<file path="config.mk">
export PLATFORM = sky130hd
export DESIGN_NAME = pwm_ramp_ctrl_flat
export DESIGN_NICKNAME = d
export VERILOG_FILES = /design/src/rtl/pwm_pkg.sv /design/src/rtl/pwm_ramp_ctrl_if.sv /design/src/rtl/pwm_rate_div.sv /design/src/rtl/pwm_ramp_ctrl.sv /design/src/flat_wrapper.sv
export SDC_FILE = /design/constraint.sdc
export NUM_CORES = 1
export LEC_CHECK = 0
export BUFFER_PORTS_ARGS = -buffer_cell sky130_fd_sc_hd__clkbuf_2
export CORE_ASPECT_RATIO = 0.9
export CORE_MARGIN = 5
export CORE_UTILIZATION = 40
export CTS_CLUSTER_DIAMETER = 120
export DETAILED_ROUTE_END_ITERATION = 8
export GPL_ROUTABILITY_DRIVEN = 0
export PLACE_DENSITY = 0.63
export SLEW_MARGIN = 20
export SYNTH_ARGS = -nofsm -noshare
export SYNTH_HDL_FRONTEND = slang
export SYNTH_SLANG_ARGS = --single-unit
</file>
<file path="constraint.sdc">
create_clock -name clk_in -period 7.4 [get_ports clk_in]
set_input_delay 0 -clock clk_in [delete_from_list [all_inputs] [get_ports clk_in]]
set_output_delay 0 -clock clk_in [all_outputs]
set_load 0.02 [all_outputs]
</file>
<file path="src/rtl/pwm_pkg.sv">
// Shared definitions for the pwm block family: state encodings and default widths.
package pwm_pkg;

    localparam int unsigned N_DEF      = 4;
    localparam int unsigned RATE_W_DEF = 8;

    typedef enum logic [1:0] {
        ST_IDLE = 2'd0,
        ST_RAMP = 2'd1,
        ST_DONE = 2'd2
    } state_e;

endpackage : pwm_pkg

</file>
<file path="src/rtl/pwm_ramp_ctrl_if.sv">
// Command channel for the ramp controller: target duty and rate over valid/ready.
interface pwm_ramp_ctrl_if
    import pwm_pkg::*;
#(
    parameter int unsigned N      = N_DEF,
    parameter int unsigned RATE_W = RATE_W_DEF
) ();

    logic              cmd_valid;
    logic              cmd_ready;
    logic [N-1:0]      cmd_target;
    logic [RATE_W-1:0] cmd_rate;

    modport master (
        output cmd_valid,
        output cmd_target,
        output cmd_rate,
        input  cmd_ready
    );

    modport slave (
        input  cmd_valid,
        input  cmd_target,
        input  cmd_rate,
        output cmd_ready
    );

endinterface : pwm_ramp_ctrl_if

</file>
<file path="src/rtl/pwm_rate_div.sv">
// Period divider: counts period ticks between duty steps, reloadable from the FSM.
module pwm_rate_div
    import pwm_pkg::*;
#(
    parameter int unsigned RATE_W = RATE_W_DEF
) (
    input  logic              clk_in,
    input  logic              rst,
    input  logic              load,
    input  logic [RATE_W-1:0] load_val,
    input  logic              tick_en,
    output logic              cnt_zero_c
);

    logic [RATE_W-1:0] rate_cnt_q;
    logic [RATE_W-1:0] rate_cnt_d;

    // Load has priority so a step can reload on the same tick that hit zero.
    always_comb begin
        rate_cnt_d = rate_cnt_q;
        if (load) begin
            rate_cnt_d = load_val;
        end else if (tick_en && (rate_cnt_q != '0)) begin
            rate_cnt_d = rate_cnt_q - RATE_W'(1);
        end
    end

    // Counter register.
    always_ff @(posedge clk_in or negedge rst) begin
        if (!rst) begin
            rate_cnt_q <= '0;
        end else begin
            rate_cnt_q <= rate_cnt_d;
        end
    end

    assign cnt_zero_c = (rate_cnt_q == '0);

endmodule : pwm_rate_div

</file>
<file path="src/rtl/pwm_ramp_ctrl.sv">
// Duty-cycle sequencer: walks duty_out one LSB per (rate+1) PWM periods toward a target.
module pwm_ramp_ctrl
    import pwm_pkg::*;
#(
    parameter int unsigned N      = N_DEF,
    parameter int unsigned RATE_W = RATE_W_DEF
) (
    input  logic                clk_in,
    input  logic                rst,
    input  logic                period_tick,
    input  logic                abort,
    pwm_ramp_ctrl_if.slave      cmd,
    output logic [N-1:0]        duty_out,
    output logic                busy,
    output logic                done
);

    state_e            state_q,     state_d;
    logic [N-1:0]      duty_q,      duty_d;
    logic [N-1:0]      target_q,    target_d;
    logic [RATE_W-1:0] rate_q,      rate_d;
    logic              cmd_ready_q, cmd_ready_d;
    logic              busy_q,      busy_d;
    logic              done_q,      done_d;

    logic              accept_c;
    logic              tick_en_c;
    logic              step_c;
    logic              cnt_zero_c;
    logic              div_load_c;
    logic [RATE_W-1:0] div_load_val_c;
    logic [N-1:0]      duty_next_c;

    // Handshake and tick qualification; abort suppresses any tick in the same cycle.
    always_comb begin
        accept_c       = cmd.cmd_valid && cmd_ready_q && (state_q == ST_IDLE);
        tick_en_c      = (state_q == ST_RAMP) && !abort && period_tick;
        step_c         = tick_en_c && cnt_zero_c;
        div_load_c     = accept_c || step_c;
        div_load_val_c = accept_c ? cmd.cmd_rate : rate_q;
        // Compare-and-step: never wraps, direction picked by magnitude.
        duty_next_c    = (duty_q < target_q) ? (duty_q + N'(1)) : (duty_q - N'(1));
    end

    pwm_rate_div #(
        .RATE_W (RATE_W)
    ) u_rate_div (
        .clk_in     (clk_in),
        .rst        (rst),
        .load       (div_load_c),
        .load_val   (div_load_val_c),
        .tick_en    (tick_en_c),
        .cnt_zero_c (cnt_zero_c)
    );

    // Next-state, duty stepping and registered-output decode.
    always_comb begin
        state_d  = state_q;
        duty_d   = duty_q;
        target_d = target_q;
        rate_d   = rate_q;

        case (state_q)
            ST_IDLE: begin
                if (accept_c) begin
                    target_d = cmd.cmd_target;
                    rate_d   = cmd.cmd_rate;
                    state_d  = (cmd.cmd_target == duty_q) ? ST_DONE : ST_RAMP;
                end
            end
            ST_RAMP: begin
                if (abort) begin
                    state_d = ST_IDLE;
                end else if (step_c) begin
                    duty_d = duty_next_c;
                    if (duty_next_c == target_q) begin
                        state_d = ST_DONE;
                    end
                end
            end
            ST_DONE: begin
                state_d = ST_IDLE;
            end
            default: begin
                state_d = ST_IDLE;
            end
        endcase

        // Ready/busy follow the upcoming state; done trails the DONE state by one cycle.
        cmd_ready_d = (state_d == ST_IDLE);
        busy_d      = (state_d == ST_RAMP);
        done_d      = (state_q == ST_DONE);
    end

    // State and output registers.
    always_ff @(posedge clk_in or negedge rst) begin
        if (!rst) begin
            state_q     <= ST_IDLE;
            duty_q      <= '0;
            target_q    <= '0;
            rate_q      <= '0;
            cmd_ready_q <= 1'b1;
            busy_q      <= 1'b0;
            done_q      <= 1'b0;
        end else begin
            state_q     <= state_d;
            duty_q      <= duty_d;
            target_q    <= target_d;
            rate_q      <= rate_d;
            cmd_ready_q <= cmd_ready_d;
            busy_q      <= busy_d;
            done_q      <= done_d;
        end
    end

    assign cmd.cmd_ready = cmd_ready_q;
    assign duty_out      = duty_q;
    assign busy          = busy_q;
    assign done          = done_q;

endmodule : pwm_ramp_ctrl

</file>
<file path="src/flat_wrapper.sv">
// flat-port wrapper written by rule: the top's interface ports become plain ports
module pwm_ramp_ctrl_flat import pwm_pkg::*;
#(
    parameter int unsigned N      = N_DEF,
    parameter int unsigned RATE_W = RATE_W_DEF
)
  (clk_in, rst, period_tick, abort, duty_out, busy, done, cmd_cmd_valid, cmd_cmd_target, cmd_cmd_rate, cmd_cmd_ready);
  pwm_ramp_ctrl_if #(.N(N), .RATE_W(RATE_W)) cmd_i ();
  input  logic clk_in;
  input  logic rst;
  input  logic period_tick;
  input  logic abort;
  output logic [N-1:0] duty_out;
  output logic busy;
  output logic done;
  input wire logic [$bits(cmd_i.cmd_valid)-1:0] cmd_cmd_valid;
  input wire logic [$bits(cmd_i.cmd_target)-1:0] cmd_cmd_target;
  input wire logic [$bits(cmd_i.cmd_rate)-1:0] cmd_cmd_rate;
  output wire logic [$bits(cmd_i.cmd_ready)-1:0] cmd_cmd_ready;
  assign cmd_i.cmd_valid = cmd_cmd_valid;
  assign cmd_i.cmd_target = cmd_cmd_target;
  assign cmd_i.cmd_rate = cmd_cmd_rate;
  assign cmd_cmd_ready = cmd_i.cmd_ready;
  pwm_ramp_ctrl #(.N(N), .RATE_W(RATE_W)) u_core (.clk_in(clk_in), .rst(rst), .period_tick(period_tick), .abort(abort), .cmd(cmd_i), .duty_out(duty_out), .busy(busy), .done(done));
endmodule
</file>
==> summary.md, run 1 <==
| Metric | Value |
|---|---|
| #FFs+latches synth | `29` |
| DP Cell Count | `240` |
| Ports | `24` |
| Synth top area cells | `dfrtp_1 41%, nand2_1 5.8%, ha_1 5.2%` |
| FF-to-FF End | `u_core.busy$_DFF_PN0_` |
| CP endpoint kind | `register` |
| Synth cell count leaders | `28 x dfrtp_1, 26 x nand2_1, 13 x nor2_1` |
| Clock period minus worst slack | `2960 ps` |
| Compound-Gate Fraction of Synth Area | `13.8%` |
| Clk Latency, worst-skew pair | `280 ps` |
| I/O Buffers | `23` |
| RSZ-0062 raised after global routing | `no` |
| Worst Tran Pin Value | `711 ps` |
| Syn-to-layout area delta | `24.7%` |
| Root Driver | `clkbuf_8` |
| Vias in the first global route | `1268` |
| Post-synth ARST share | `100%` |
| First-pass GRT wire length | `5900 um` |
| Fill cells | `375` |
| Largest net degree at the start of global routing | `30` |
| Sequential share of the synthesized area | `43.0%` |
| Setup repair bufs after CTS | `0` |
| Final hold vios | `0` |
| DRC viols | `0` |
| # clock sinks | `29` |
| Max Fclk | `338 MHz` |
| Num CTS Buffers | `5` |
| Post-synth EDFFs | `0` |
| Total Nets Final | `237` |
| Syn Area/Cell | `9.94 um^2` |
| H-tree levels | `2` |
| Dpl ws | `4500 ps` |
| Crit path arrival time | `3170 ps` |
| Crit path to | `u_core.busy$_DFF_PN0_` |
| Gr usage total | `13.5%` |
| Die area | `5630 um^2` |
| DR vias | `1328` |
| Post-synthesis cell type count | `49` |
| Chip width | `78.5 um` |
| Most frequent cell after synthesis | `dfrtp_1` |
| Hold WS | `46.3 ps` |
| Initial core utilization | `41.5%` |
| Core area | `4070 um^2` |
| Final setup violation count | `0` |
| Worst relative slew slack | `52.6%` |
| Status | `completed` |
| Post-synthesis simple-gate area fraction | `22.9%` |
| Synthesized cell area | `1690 um^2` |
| Worst r2r src | `u_core.duty_out[1]$_DFFE_PN0P_` |
| WL per Instance | `13.2 um` |
| Drt pass-1 iters | `4` |
| Metal2 WL | `1590 um` |
| DRT iter0 DRCs | `77` |
| Post-synth top area cell | `dfrtp_1` |
| Initial antenna violation count | `0` |
| Critical Path RT | `7610 ps` |
| Peak VDD IR | `0.122 mV` |
| Adder-cell share of the synthesized area | `6.37%` |
| Die Y | `71.7 um` |
| Reg2reg setup slack | `4440 ps` |
| Grt total ovfl | `0` |
| Metal-1 WL | `1660 um` |
| Cells after Synth | `170` |
| Post-synth top area share | `41.5%` |
| Final WL | `3440 um` |
| Hold Crit Class | `input port to register` |
| Largest family of logic cells by synthesized area | `simple AND/OR/NAND/NOR gates` |
| Fin cells | `261` |
| Post-Synthesis Net Count | `195` |
| Avg Vias per Cell | `5.09` |
| Ant. Diodes | `0` |
| Post-Synth XOR/XNOR Area | `6.00%` |
| Worst-path clk slew | `60 ps` |
| Yosys warns | `0` |
| Main synth FF type | `dfrtp_1` |
| CP Class | `register to register` |
| DRT antenna net count | `0` |
| Setup slack after layout | `4440 ps` |
| Max clock buf depth | `2` |
| HPWL after DPL | `2480 um` |
| Tcrit/Tclk final | `40.0%` |
| Mux share of post-synthesis cell area | `4.52%` |
| Num rows | `22` |
| Power Dens Cells | `365 nW/um^2` |
| Detail Route met3 WL | `130 um` |
| CP Launch Point | `u_core.duty_out[1]$_DFFE_PN0P_` |
| Fraction of layout cells with a size suffix above 1 | `21.1%` |
| Slew Limit Fails | `0` |
| Worst r2r path cells | `10` |
| MaxCap Viol Count | `0` |
| Total negative slack | `0 ps` |
| Startpoint Class | `register` |
| Highest Signal Layer | `met4` |
| CTS tree | `built` |
| Leakage power | `0.989 nW` |
| Setup Skew | `3.33 ps` |
| CP Max Fanout | `6` |
[layer usage]
metal  track usage, %  up-vias
met2             20.4       18
met5                0        -
li1                 -      680
met4             5.24        0
met3             4.15        5
met1             18.0      625
[registers in the layout (all words and copies together) (netlist names)]
signal / count
u_core.u_rate_div.rate_cnt_q: 8
u_core.cmd.cmd_ready: 1
u_core.busy: 1
u_core.done: 1
u_core.target_q: 4
u_core.state_q: 2
u_core.duty_out: 4
u_core.rate_q: 8
[final cells by class]
class                   instances  area, um^2  area share [%]
inverters                      10        37.5            1.78
repair buffers                 38         260            12.3
clock inverters                 1        5.00           0.237
clock buffers                   7        96.3            4.57
well taps                      48        60.1            2.85
multi-input cells             128         922            43.7
flip-flops and latches         29         727            34.5
[per-stage QoR]
step           instance area [um^2]  util [%]  total power, mW
2_1_floorplan                  1690         -            0.540
3_3_place_gp                   1880      46.1            0.620
3_5_place_dp                   1880      46.1            0.625
4_1_cts                        2110      51.8            0.777
5_1_grt                        2110      51.8            0.838
6_report                       2110      51.8            0.770
[cell usage in the layout, fill, tap and decap left out, types with 2 or more instances in the layout]
master	instances
nand3_1	6
nand2_1	26
xor2_1	4
a21oi_1	10
clkbuf_2	23
nor2_1	13
o21ai_1	5
buf_4	2
dfrtp_1	28
dlygate4sd3_1	13
xnor2_1	5
a21o_1	4
mux2_1	4
nor2b_1	2
o21ai_0	4
nand3b_1	3
inv_1	10
ha_1	7
o22ai_1	2
mux2i_1	2
clkbuf_8	7
nand4_1	2
[repair_timing]
item	in CTS	in global routing
endpoints found under the hold margin	43	0
hold buffers	13	0
resized for setup	0	0
[logic make-up after synthesis]
logic type,after synthesis
fa+ha+maj,8
buf+inv,13
flops,29
compound gates,34
simple gates,69
mux,7
xor+xnor,10
[report_power, final]
| group | switching (mW) | leakage, nW | total (mW) | internal, mW |
|---|---|---|---|---|
| registers | 0.0603 | 0.361 | 0.286 | 0.226 |
| clock network | 0.0591 | 0.0542 | 0.143 | 0.0839 |
| logic | 0.184 | 0.574 | 0.341 | 0.157 |
| total | 0.304 | 0.989 | 0.770 | 0.466 |
[worst max-delay path, stage by stage, from the launching register on]
cell and delay (ps):
dfrtp_1 450, ha_1 310, nor2b_1 130, o211a_1 240
or2_1 300, ha_1 340, a21oi_1 230, a21oi_1 120
or4_4 500, a21o_1 200, nand3_1 70
[how the worst min path moves through the flow]
stage | end | depth (start not counted) | start
2_1_floorplan | u_core.busy$_DFF_PN0_ | 0 | rst
3_3_place_gp | u_core.duty_out[3]$_DFFE_PN0P_ | 1 | rst
3_5_place_dp | u_core.busy$_DFF_PN0_ | 1 | rst
4_1_cts | u_core.cmd.cmd_ready$_DFF_PN1_ | 3 | abort
5_1_grt | u_core.cmd.cmd_ready$_DFF_PN1_ | 3 | abort
6_report | u_core.cmd.cmd_ready$_DFF_PN1_ | 3 | abort
No activity file was read; power rests on OpenSTA's default activity.
==> inputs of run 2 (changes only) <==
PLACE_DENSITY = 0.65   (was 0.63)
clock period = 2.5 ns   (was 7.4 ns; I/O delays follow)
==> summary.md, run 2 (synthesis results as in run 1) <==
| Metric | Value |
|---|---|
| Largest regs | `u_core.rate_q (8), u_core.u_rate_div.rate_cnt_q (8)` |
| Failing checks | `negative setup slack` |
| Chip width | `78.5 um (unchanged)` |
| Dpl cell area | `2020 um^2 (+7.4%)` |
| Grt total ovfl | `0 (unchanged)` |
| Total Power | `2.60 mW (+240%)` |
| WL per Instance | `13.7 um (+4.1%)` |
| Hold Crit Class | `input port to register` |
| Crit path arrival time | `2760 ps (-410 ps)` |
| Gr usage total | `15.2% (+1.8 points)` |
| RSZ-0062 raised after global routing | `yes` |
| Ports | `24 (unchanged)` |
| # clock sinks | `29 (unchanged)` |
| Fin cells | `277 (+6.1%)` |
| Initial core utilization | `41.5% (unchanged)` |
| DR vias | `1405 (+5.8%)` |
| Setup Skew | `4.14 ps (+0.809 ps)` |
| Startpoint Class | `register` |
| Die area | `5630 um^2 (unchanged)` |
| Fraction of layout cells with a size suffix above 1 | `33.2% (+12 points)` |
| Clk Latency, worst-skew pair | `290 ps (about the same)` |
| Worst relative slew slack | `51.7% (-0.90 points)` |
| Worst-path clk slew | `60 ps (about the same)` |
| DP Cell Count | `253 (+5.4%)` |
| CP Class | `register to register` |
| Commonest non-fill, non-tap cell in the layout | `dfrtp_1` |
| CTS tree | `built` |
| Total Nets Final | `253 (+6.8%)` |
| I/O Buffers | `23 (unchanged)` |
| Initial antenna violation count | `0 (unchanged)` |
| H-tree levels | `2 (unchanged)` |
| Final Util | `57.1% (+5.3 points)` |
| Num CTS Buffers | `5 (unchanged)` |
| HPWL after DPL | `2660 um (+7.1%)` |
| Core area | `4070 um^2 (unchanged)` |
| Ant. Diodes | `0 (unchanged)` |
| Fill cells | `355 (-5.3%)` |
| Peak VDD IR | `0.405 mV (+230%)` |
| Power Dens Cells | `1120 nW/um^2 (+210%)` |
| Total negative slack | `-237 ps (-237 ps)` |
| MaxCap Viol Count | `0 (unchanged)` |
| Leakage power | `1.08 nW (+9.5%)` |
| Vias in the first global route | `1359 (+7.2%)` |
| Final setup violation count | `3 (+3)` |
| Syn-to-layout area delta | `37.5%` |
| Setup slack after layout | `-88.7 ps (-4530 ps)` |
| Die Y | `71.7 um (unchanged)` |
| Worst Tran Pin Value | `725 ps (+13.6 ps)` |
| CP Max Fanout | `4 (-2)` |
| Slew Limit Fails | `0 (unchanged)` |
| Final WL | `3800 um (+11%)` |
| Final hold vios | `0 (unchanged)` |
| Root Driver | `clkbuf_8` |
| Critical Path RT | `2670 ps (-4940 ps)` |
| Final instance area | `2320 um^2 (+10%)` |
| CP endpoint kind | `register` |
| First-pass GRT wire length | `6620 um (+12%)` |
| Status | `finished with violations` |
| Reg2reg setup slack | `-90 ps (-4530 ps)` |
| Max clock buf depth | `2 (unchanged)` |
| Largest net degree at the start of global routing | `30 (unchanged)` |
| Max Fclk | `386 MHz (+14%)` |
| Tcrit/Tclk final | `104% (+64 points)` |
| Avg Vias per Cell | `5.07 (-0.31%)` |
| DRT antenna net count | `0 (unchanged)` |
| Most frequent cells in the layout | `27 x dfrtp_1, 26 x nand2_1, 23 x clkbuf_2` |
| DRT iter0 DRCs | `99 (+29%)` |
| Drt pass-1 iters | `4 (unchanged)` |
| DRC viols | `0 (unchanged)` |
| Clock period minus worst slack | `2590 ps (-370 ps)` |
| Num rows | `22 (unchanged)` |
==> run 2: cell count changes in the layout (fill, tap and decap cells not counted), sizes merged <==
cell / delta
buf: +16
==> run 2: routing by layer <==
metal | share of wire, % | global-route usage (%) | up-vias | routed length, um
li1 | - | - | 715 | -
met1 | 51 | 21.3 | 651 | 1950
met2 | 42 | 21.6 | 32 | 1600
met3 | 4.1 | 4.15 | 7 | 157
met4 | 2.3 | 7.57 | 0 | 89
met5 | 0 | 0 | - | 0
==> run 2: layout make-up <==
| class | instances | area (um^2) | share of cell area, % |
|---|---|---|---|
| flip-flops and latches | 29 | 728 | 31.3 |
| inverters | 10 | 37.5 | 1.61 |
| repair buffers | 54 | 380 | 16.4 |
| clock buffers | 7 | 96.3 | 4.14 |
| clock inverters | 1 | 5.00 | 0.215 |
| well taps | 48 | 60.1 | 2.58 |
| multi-input cells | 128 | 1020 | 43.8 |
==> run 2: critical path: stages, from the launching register on <==
cell and delay [ps]:
dfrtp_1 390, inv_2 80, ha_4 200, nor2b_4 110, o211a_1 220, or2_4 270
ha_4 310, a21oi_4 60, and3_4 170, or4_4 430, nand4_1 140, nand3_1 80
==> run 2: final timing paths <==
check | start | end | cells past startpoint
setup / recovery | u_core.target_q[1]$_DFFE_PN0P_ | u_core.busy$_DFF_PN0_ | 11
hold / removal | abort | u_core.cmd.cmd_ready$_DFF_PN1_ | 3
setup reg to reg | u_core.target_q[1]$_DFFE_PN0P_ | u_core.busy$_DFF_PN0_ | 11
hold reg to reg | u_core.rate_q[2]$_DFFE_PN0P_ | u_core.rate_q[2]$_DFFE_PN0P_ | 2
max in group asynchronous | rst | u_core.duty_out[1]$_DFFE_PN0P_ | 2
min in group asynchronous | rst | u_core.done$_DFF_PN0_ | 2
==> run 2: report_power, final <==
group / switching, mW / internal (mW) / leakage (nW)
clock network: 0.185 / 0.248 / 0.0542
registers: 0.171 / 0.668 / 0.360
logic: 0.652 / 0.672 / 0.669
==> run 2: repair_timing <==
item	in CTS	in global routing
gates resized for setup	3	6
endpoints found under the hold margin	43	0
pin swaps	2	5
hold buffers	13	0
buffers inserted	1	2
endpoints found under the setup margin	3	4
==> run 2: stage by stage <==
step	hold WS, ps	setup slack [ps]
final	35.3	-88.7
after global routing	46.5	-179
after CTS	21.3	-77.2
after detailed placement	98.8	-65.1
after global placement	86.9	-35.6
after floorplan	-296	-98.3
